`src/rtl/rf_wb_arbiter_pkg.sv`:
```
// Shared definitions for the register-file writeback arbiter: source IDs,
// default requester count and common constants.
package rf_wb_arbiter_pkg;

  localparam int unsigned NREQ_DEFAULT = 3;

  localparam logic [1:0] SRC_ALU    = 2'd0;
  localparam logic [1:0] SRC_LOAD   = 2'd1;
  localparam logic [1:0] SRC_MULDIV = 2'd2;

  localparam logic        RstEnable  = 1'b1;
  localparam logic [31:0] Zero       = 32'h0000_0000;
  localparam logic        WbWrEnable = 1'b1;

  // Number of asserted bits in a request vector, wide enough for any sane NREQ
  function automatic logic [7:0] popcount8(input logic [7:0] v);
    logic [7:0] cnt;
    cnt = 8'd0;
    for (int i = 0; i < 8; i++) begin
      cnt = cnt + {7'd0, v[i]};
    end
    return cnt;
  endfunction

endpackage

```
`src/rtl/rf_wb_arbiter_rr_arbiter.sv`:
```
// Combinational round-robin picker: the first asserted request scanning
// ptr, ptr+1, ... modulo N wins; outputs one-hot grant plus its index.
module rr_arbiter #(
  parameter int unsigned N  = 3,
  parameter int unsigned IW = (N > 1) ? $clog2(N) : 1
) (
  input  logic [N-1:0]  req,
  input  logic [IW-1:0] ptr,
  output logic [N-1:0]  gnt,
  output logic [IW-1:0] idx
);

  logic [IW-1:0] cand_s;
  logic          found_s;

  // Rotating priority scan starting at ptr
  always_comb begin
    gnt     = {N{1'b0}};
    idx     = {IW{1'b0}};
    cand_s  = {IW{1'b0}};
    found_s = 1'b0;
    for (int k = 0; k < int'(N); k++) begin
      cand_s = IW'((int'(ptr) + k) % int'(N));
      if (!found_s && req[cand_s]) begin
        found_s     = 1'b1;
        gnt[cand_s] = 1'b1;
        idx         = cand_s;
      end else begin
        found_s = found_s;
      end
    end
  end

endmodule

```
`src/rtl/rf_wb_arbiter.sv`:
```
// Shares the single register-file write port among the writeback sources
// with round-robin valid/ready arbitration and a registered write stage.
module rf_wb_arbiter
  import rf_wb_arbiter_pkg::*;
#(
  parameter int unsigned NREQ = NREQ_DEFAULT,
  parameter int unsigned AW   = 5,
  parameter int unsigned DW   = 32,
  parameter int unsigned IW   = (NREQ > 1) ? $clog2(NREQ) : 1
) (
  input  logic               clk,
  input  logic               rst,
  input  logic [NREQ-1:0]    req_valid,
  output logic [NREQ-1:0]    req_ready,
  input  logic [NREQ*AW-1:0] req_addr,
  input  logic [NREQ*DW-1:0] req_data,
  output logic               rf_we,
  output logic [AW-1:0]      rf_waddr,
  output logic [DW-1:0]      rf_wdata,
  output logic [IW-1:0]      grant_id,
  output logic [15:0]        conflict_cnt
);

  logic [IW-1:0]   ptr_r;
  logic [NREQ-1:0] gnt_s;
  logic [IW-1:0]   idx_s;
  logic            xfer_s;
  logic [AW-1:0]   sel_addr_s;
  logic [DW-1:0]   sel_data_s;
  logic [7:0]      nvalid_s;

  rr_arbiter #(.N(NREQ), .IW(IW)) u_rr (
    .req (req_valid),
    .ptr (ptr_r),
    .gnt (gnt_s),
    .idx (idx_s)
  );

  // Ready is suppressed during reset so nothing can transfer
  always_comb begin
    req_ready = {NREQ{1'b0}};
    if (rst == RstEnable) begin
      req_ready = {NREQ{1'b0}};
    end else begin
      req_ready = gnt_s;
    end
  end

  assign xfer_s = |req_ready;

  // Select the winner's address and data
  always_comb begin
    sel_addr_s = {AW{1'b0}};
    sel_data_s = {DW{1'b0}};
    for (int i = 0; i < int'(NREQ); i++) begin
      if (idx_s == IW'(i)) begin
        sel_addr_s = req_addr[i*AW +: AW];
        sel_data_s = req_data[i*DW +: DW];
      end else begin
        sel_addr_s = sel_addr_s;
      end
    end
  end

  always_comb begin
    nvalid_s = popcount8(8'(req_valid));
  end

  // Priority pointer moves past the winner only when a transfer happens
  always_ff @(posedge clk) begin
    if (rst == RstEnable) begin
      ptr_r <= {IW{1'b0}};
    end else if (xfer_s) begin
      if (idx_s == IW'(NREQ - 1)) begin
        ptr_r <= {IW{1'b0}};
      end else begin
        ptr_r <= idx_s + IW'(1);
      end
    end
  end

  // Output write stage; writes to r0 are accepted but never enabled
  always_ff @(posedge clk) begin
    if (rst == RstEnable) begin
      rf_we    <= 1'b0;
      rf_waddr <= {AW{1'b0}};
      rf_wdata <= {DW{1'b0}};
      grant_id <= {IW{1'b0}};
    end else if (xfer_s) begin
      rf_we    <= (sel_addr_s != {AW{1'b0}}) ? WbWrEnable : 1'b0;
      rf_waddr <= sel_addr_s;
      rf_wdata <= sel_data_s;
      grant_id <= idx_s;
    end else begin
      rf_we    <= 1'b0;
    end
  end

  // Saturating count of contended cycles
  always_ff @(posedge clk) begin
    if (rst == RstEnable) begin
      conflict_cnt <= 16'h0000;
    end else if ((nvalid_s >= 8'd2) && (conflict_cnt != 16'hFFFF)) begin
      conflict_cnt <= conflict_cnt + 16'd1;
    end
  end

endmodule

```
`config.mk`:
```
export PLATFORM = sky130hd
export DESIGN_NAME = rf_wb_arbiter
export DESIGN_NICKNAME = d
export VERILOG_FILES = /design/src/rtl/rf_wb_arbiter_pkg.sv /design/src/rtl/rf_wb_arbiter_rr_arbiter.sv /design/src/rtl/rf_wb_arbiter.sv
export SDC_FILE = /design/constraint.sdc
export NUM_CORES = 1
export LEC_CHECK = 0
export BUFFER_PORTS_ARGS = -buffer_cell sky130_fd_sc_hd__buf_2
export CORE_MARGIN = 2
export CORE_UTILIZATION = 38
export CTS_BUF_LIST = sky130_fd_sc_hd__clkbuf_2
export DETAILED_ROUTE_END_ITERATION = 10
export PLACE_DENSITY = 0.68
export SYNTH_ARGS = -nofsm -noshare
export SYNTH_HDL_FRONTEND = slang
export SYNTH_SLANG_ARGS = --single-unit
```
`constraint.sdc`:
```
create_clock -name clk -period 4.5 [get_ports clk]
set_input_delay 0.9 -clock clk [delete_from_list [all_inputs] [get_ports clk]]
set_output_delay 0.9 -clock clk [all_outputs]
set_load 0.1 [all_outputs]
```
Word-level counts from Yosys, hierarchy flattened:

Index checks and enable logic that the tools add are counted.
Widths: inputs -> output; s select.

* register bits: 58
* output and inout port bits: 59
* word-level logic and storage cells: 69

* $add $sub $neg: 6
* div/mod/pow operators: 3
* magnitude comparators: 7
* eq/ne operators: 3
* multiplexer cells: 29
* bitwise operators: 3
* reductions and logical operators: 12

Operator list (count)
* $mux 32: 3
* $mod 32x3->32 const B: 2
* $mod 3x3->32 const B: 1
* $add 16x1->16 const B: 1
* $ne 16x16->1 const B: 1
* $mux 5: 3
* $mux 3: 4
* $lt 2x3->1 const B: 3
* $mux 1: 9
* $mux 2: 4
* $bmux 1 s2: 3
* $demux 1 s2: 3
* $ge 2x1->1 const B: 3
* $logic_and 1x1->1: 6
* $or 3x3->3: 2
* $reduce_bool 5->1: 1
* $add 2x1->3: 1
* $add 2x1->3 const B: 1
* $add 2x2->3 const B: 1
* $ge 3x2->1 const B: 1
* $reduce_or 3->1: 1
* $add 1x1->2: 1
* $add 2x1->2 const B: 1
* $eq 2x1->1 const B: 1
* 5 further kinds: 6

Logic depth before layout (Yosys ltp):

* depth in word-level cells: 16
* gate-level depth with buffers: 11

Modules after synthesis:

A second synthesis with hierarchy kept.

* cells, all modules: 417
* area total of the unflattened synthesis: 3278.1 µm²

By module, submodules not included
* rf_wb_arbiter: times used 1, cells an instance 379, area an instance 3011.6 µm², seq. area each 1161.1 µm²
* rr_arbiter: times used 1, cells an instance 38, area an instance 266.5 µm², seq. area each 0.0 µm²

Worst setup path after synthesis:

OpenSTA, ideal clock, no wires.

* path type: input port to output port
* from: in req_valid[1]
* to: out req_ready[1]
* arrival: 3.431 ns
* required time: 3.600 ns
* path slack: 0.169 ns
* stages on the path: 7
* path through: buf_2 mux2i_1 o21a_1 o211ai_1 buf_2 buf_1 a21oi_1

* cells in the longest elaborated chain, start to end: 10
* elaborated cells on any way between the ends: 18
* classes of those cells: 12 x mux; 2 x bitwise; 4 x reduce/logical

Ends and longest elaborated chain
* from (decl): RTL line rf_wb_arbiter.sv:13 `input logic [NREQ-1:0] req_valid,`
* $bmux 1 s2: RTL line rf_wb_arbiter_rr_arbiter.sv:24 `if (!found_s && req[cand_s]) begin`
* $mux 1 (not written as such): RTL line rf_wb_arbiter_rr_arbiter.sv:24
* $mux 1: RTL line rf_wb_arbiter_rr_arbiter.sv:24
* $logic_not 1->1: RTL line rf_wb_arbiter_rr_arbiter.sv:24
* $logic_and 1x1->1: RTL line rf_wb_arbiter_rr_arbiter.sv:24
* $mux 1: RTL line rf_wb_arbiter_rr_arbiter.sv:24
* $logic_not 1->1: RTL line rf_wb_arbiter_rr_arbiter.sv:24
* $logic_and 1x1->1: RTL line rf_wb_arbiter_rr_arbiter.sv:24
* $mux 3 *: RTL line rf_wb_arbiter_rr_arbiter.sv:24
* $mux 3 *: RTL line rf_wb_arbiter.sv:42 `if (rst == RstEnable) begin`
* to (decl): RTL line rf_wb_arbiter.sv:14 `output logic [NREQ-1:0] req_ready,`

Every way passes the cells marked *; elsewhere a longest branch is shown, timed or not. The select of a mux whose other input is x is not followed.

Worst setup path after layout:

* from: reg ptr_r[0]
* to: out req_ready[2]

* cells in the longest elaborated chain, start to end: 11
* elaborated cells on any way between the ends: 38
* classes of those cells: 2 x add/sub; 3 x div; 6 x order compare; 18 x mux; 2 x bitwise; 7 x reduce/logical

Ends and longest elaborated chain
* from (decl): RTL line rf_wb_arbiter.sv:24 `logic [IW-1:0] ptr_r;`
* from (signal assigned): RTL line rf_wb_arbiter.sv:72 `ptr_r <= {IW{1'b0}};`
* from (signal assigned): RTL line rf_wb_arbiter.sv:75 `ptr_r <= {IW{1'b0}};`
* from (signal assigned): RTL line rf_wb_arbiter.sv:77 `ptr_r <= idx_s + IW'(1);`
* $add 2x1->3 / $mod 3x3->32 (equally long branches): RTL line rf_wb_arbiter_rr_arbiter.sv:23 `cand_s = IW'((int'(ptr) + k) % int'(N));`
* $mod 32x3->32 (tied with other cells): RTL line rf_wb_arbiter_rr_arbiter.sv:23
* $lt 2x3->1 (not written as such) (tied with other cells): RTL line rf_wb_arbiter_rr_arbiter.sv:26 `gnt[cand_s] = 1'b1;`
* $logic_and 1x1->1 (not written as such) (tied with other cells): RTL line rf_wb_arbiter_rr_arbiter.sv:26
* $mux 1 (not written as such) (tied with other cells): RTL line rf_wb_arbiter_rr_arbiter.sv:26
* $demux 1 s2 (tied with other cells)
* $or 3x3->3 (no line) / $mux 1 (equally long branches)
* $mux 3 / $logic_not 1->1 (equally long branches): RTL line rf_wb_arbiter_rr_arbiter.sv:24
* $or 3x3->3 (no line) / $logic_and 1x1->1 (equally long branches)
* $mux 3 *: RTL line rf_wb_arbiter_rr_arbiter.sv:24
* $mux 3 *: RTL line rf_wb_arbiter.sv:42

Marked as above.

==> metrics.txt <==
Syn Area/Cell 8.253 um^2; GPL Wtd Cong 0.8211; DRT Pass-1 Iters 5; Seq/Total Area, Yosys 31.54%; CP Data Arrival Time 2790 ps; synthesized net count 568; Mapped Cells 446; crit path launch ptr_r[0]$_SDFFE_PP0P_; clk_lat worst skew 470 ps; CTS Hold Bufs 0; CP peak stage delay 420 ps; total negative slack 0 ps; Initial Util 39.46%; fin crit period 3691 ps; reg2reg start ptr_r[0]$_SDFFE_PP0P_; pwr dens 841.1 mW/mm^2; DPL Wire Length 8103 um; family with the most delay on the worst path buffers and inverters; DR vias 3882; Fillers 892; Most Frequent Cell on Critical Path inv_1; DRC violation total after the first TritonRoute iteration 223; clk sink count 58; Lkg Pwr 2.268 nW; Final Setup Violations 0; final instance area 0.004738 mm^2; TritonCTS clock tree yes; Final Hold Vio Count 0; R2R depth 10; antenna-violating nets left 0; number of flops mapped to enable cells by yosys 0; worst-path cell chain inv_1 -> ha_1 -> inv_1 -> mux2i_1 -> a21boi_0 -> o21ai_0 -> and2_1 -> buf_2; Total Routing Usage GR 20.18%; vias in the first global route 3511; Crit path required time 3600 ps; Via-to-Cell Ratio 5.260; Worst setup EP type primary output; synth unique cells 53; final net count 726; H-tree levels 3; Rows 35; startpoint types flop; I/O pin total 175; Longest Clk Path Bufs 2; DIE HEIGHT 102.4 um; final WL 10900 um; clk root buf clkbuf_2; number of stages on the worst setup path 8; crit-path max FO 8; Post-CTS Setup Inserts 0; Hold Crit Class reg2reg; Clock Pin Slew Worst Setup and Hold Paths 160 ps; Slew Limit Fails 0; asr flop ratio synth 0%; Worst VDD drop 0.2955 mV; DR WL/cell 14.76 um; ANT cells 0; worst path bufs/invs 3; DIE AREA 0.01049 mm^2; Setup Skew 24.64 ps; die width 102.4 um; Max Cap Violations 0; RSZ-0062 raised after global routing false; share of layout cells above drive strength 1 38.75%; # resized after CTS 0; GRT overflow 0; Post-Syn Area 0.003681 mm^2; initial antenna violation count 0; core box area 0.009328 mm^2; fin crit share 82.03%; area grow syn2layout 28.72%; largest net degree at the start of global routing 52; hold path cells 2; placed cell areas 0.004607 mm^2; Primary FF master, synth dfxtp_1; Num CTS Buffers 9; global-route wire length before repair 16780 um; Crit-path slowest cell buf_2; status completed; DRC Markers 0; flops & latches, synth 58; FF-to-FF setup slack 1330 ps; Max-Slew Margin vs Limit 17.69%; yosys warns 0; fmax 270.9 MHz; WS Path Type reg2out; I/O Buffers 174; worst slew pin tran 1232 ps; hold path startpoint grant_id[0]$_SDFFE_PP0P_
## flip-flops by register name (all words and copies together), names as in the netlist
signal        cells
rf_wdata         32
conflict_cnt     16
rf_waddr          5
grant_id          2
ptr_r             2
rf_we             1
## cell families (layout without fill, tap and decap cells)
group	Yosys count	in the layout	share of synthesized area, %
simple gates	173	173	24.58
compound gates	107	107	18.12
flops	58	58	31.54
buf+inv	48	211	6.186
mux	44	44	15.16
xor+xnor	10	10	2.379
fa+ha+maj	6	6	2.039
## layout by cell type, fill, tap and decap left out, types with 8 or more instances in the layout
| cell type | synthesis | layout |
|---|---|---|
| buf_2 | 8 | 174 |
| mux2_2 | 9 | 9 |
| mux2_4 | 20 | 20 |
| dfxtp_1 | 58 | 58 |
| clkbuf_2 | 0 | 10 |
| nor2_1 | 49 | 49 |
| nor2b_1 | 38 | 38 |
| xnor2_1 | 9 | 9 |
| a21oi_1 | 8 | 8 |
| inv_1 | 11 | 11 |
| mux2i_1 | 10 | 10 |
| a31oi_1 | 34 | 34 |
| nand3_1 | 37 | 37 |
| buf_4 | 0 | 9 |
| o21ai_0 | 42 | 42 |
| nand2_1 | 15 | 15 |
## path summary, 6_finish.rpt
kind,end
setup / recovery,req_ready[2]
hold / removal,grant_id[0]$_SDFFE_PP0P_
setup reg to reg,rf_wdata[27]$_SDFFE_PP0P_
hold reg to reg,grant_id[0]$_SDFFE_PP0P_
## power breakdown
group          internal, W  leakage (nW)  switching (W)
combinational     0.000865          1.71        0.00199
clock             0.000183        0.0810       0.000192
sequential        0.000676         0.478      0.0000749
## cell type report
class	count	area [um^2]	share of cell area [%]
inverters	12	45.04	0.9506
clock inverters	6	81.33	1.716
well taps	129	161.4	3.406
clock buffers	10	50.05	1.056
multi-input cells	340	2301	48.56
repair buffers	183	938.4	19.80
flip-flops and latches	58	1161	24.50
## per-stage QoR
stage	instances	hold slack [ps]	setup WS [ps]	power [W]	utilization [%]
floorplan	446	472.1	169.2	0.003177	-
global placement	722	439.0	1111	0.003570	49.39
detailed placement	722	443.4	1064	0.003615	49.39
CTS	738	465.2	753.2	0.003999	50.80
global route	738	494.4	519.9	0.004223	50.80
finish	738	465.8	808.6	0.003985	50.80
## per-layer routing
layer | up-vias | global-route usage (%) | routed length (um)
li1 | 1915 | - | -
met1 | 1765 | 25.38 | 4722
met2 | 184 | 33.58 | 5127
met3 | 18 | 4.651 | 819
met4 | 0 | 7.692 | 225
met5 | - | 0 | 0
## cell usage after synthesis, drive strengths merged, types with 3 or more instances
master  instances  share of area (%)
dfxtp          58                 32
mux2i          10                2.7
nand2          15                1.5
inv            11                1.1
and2            5               0.85
xnor2           9                2.1
nand3          37                5.0
or4             4               0.92
nand4           4               0.68
nor3            4               0.54
nor2b          38                6.5
nor4            6                1.4
clkbuf         20                2.0
ha              6                2.0
buf            16                2.9
nor2           49                5.0
a31oi          34                5.8
mux2           34                 12
a21oi           8                1.1
or3             4               0.68
o21ai          44                6.2
o22ai           3               0.51
## worst register-to-register path: cells and delay by family (launching register included)
family                   cells  cell delay [ps]
AO/OA/AOI/OAI                2              490
multiplexers                 1              400
buffers and inverters        3              890
adder cells (fa/ha/maj)      1              440
flip-flops                   1              410
AND/OR/NAND/NOR              3              440
Note: power is estimated with default switching activity, not from simulation.
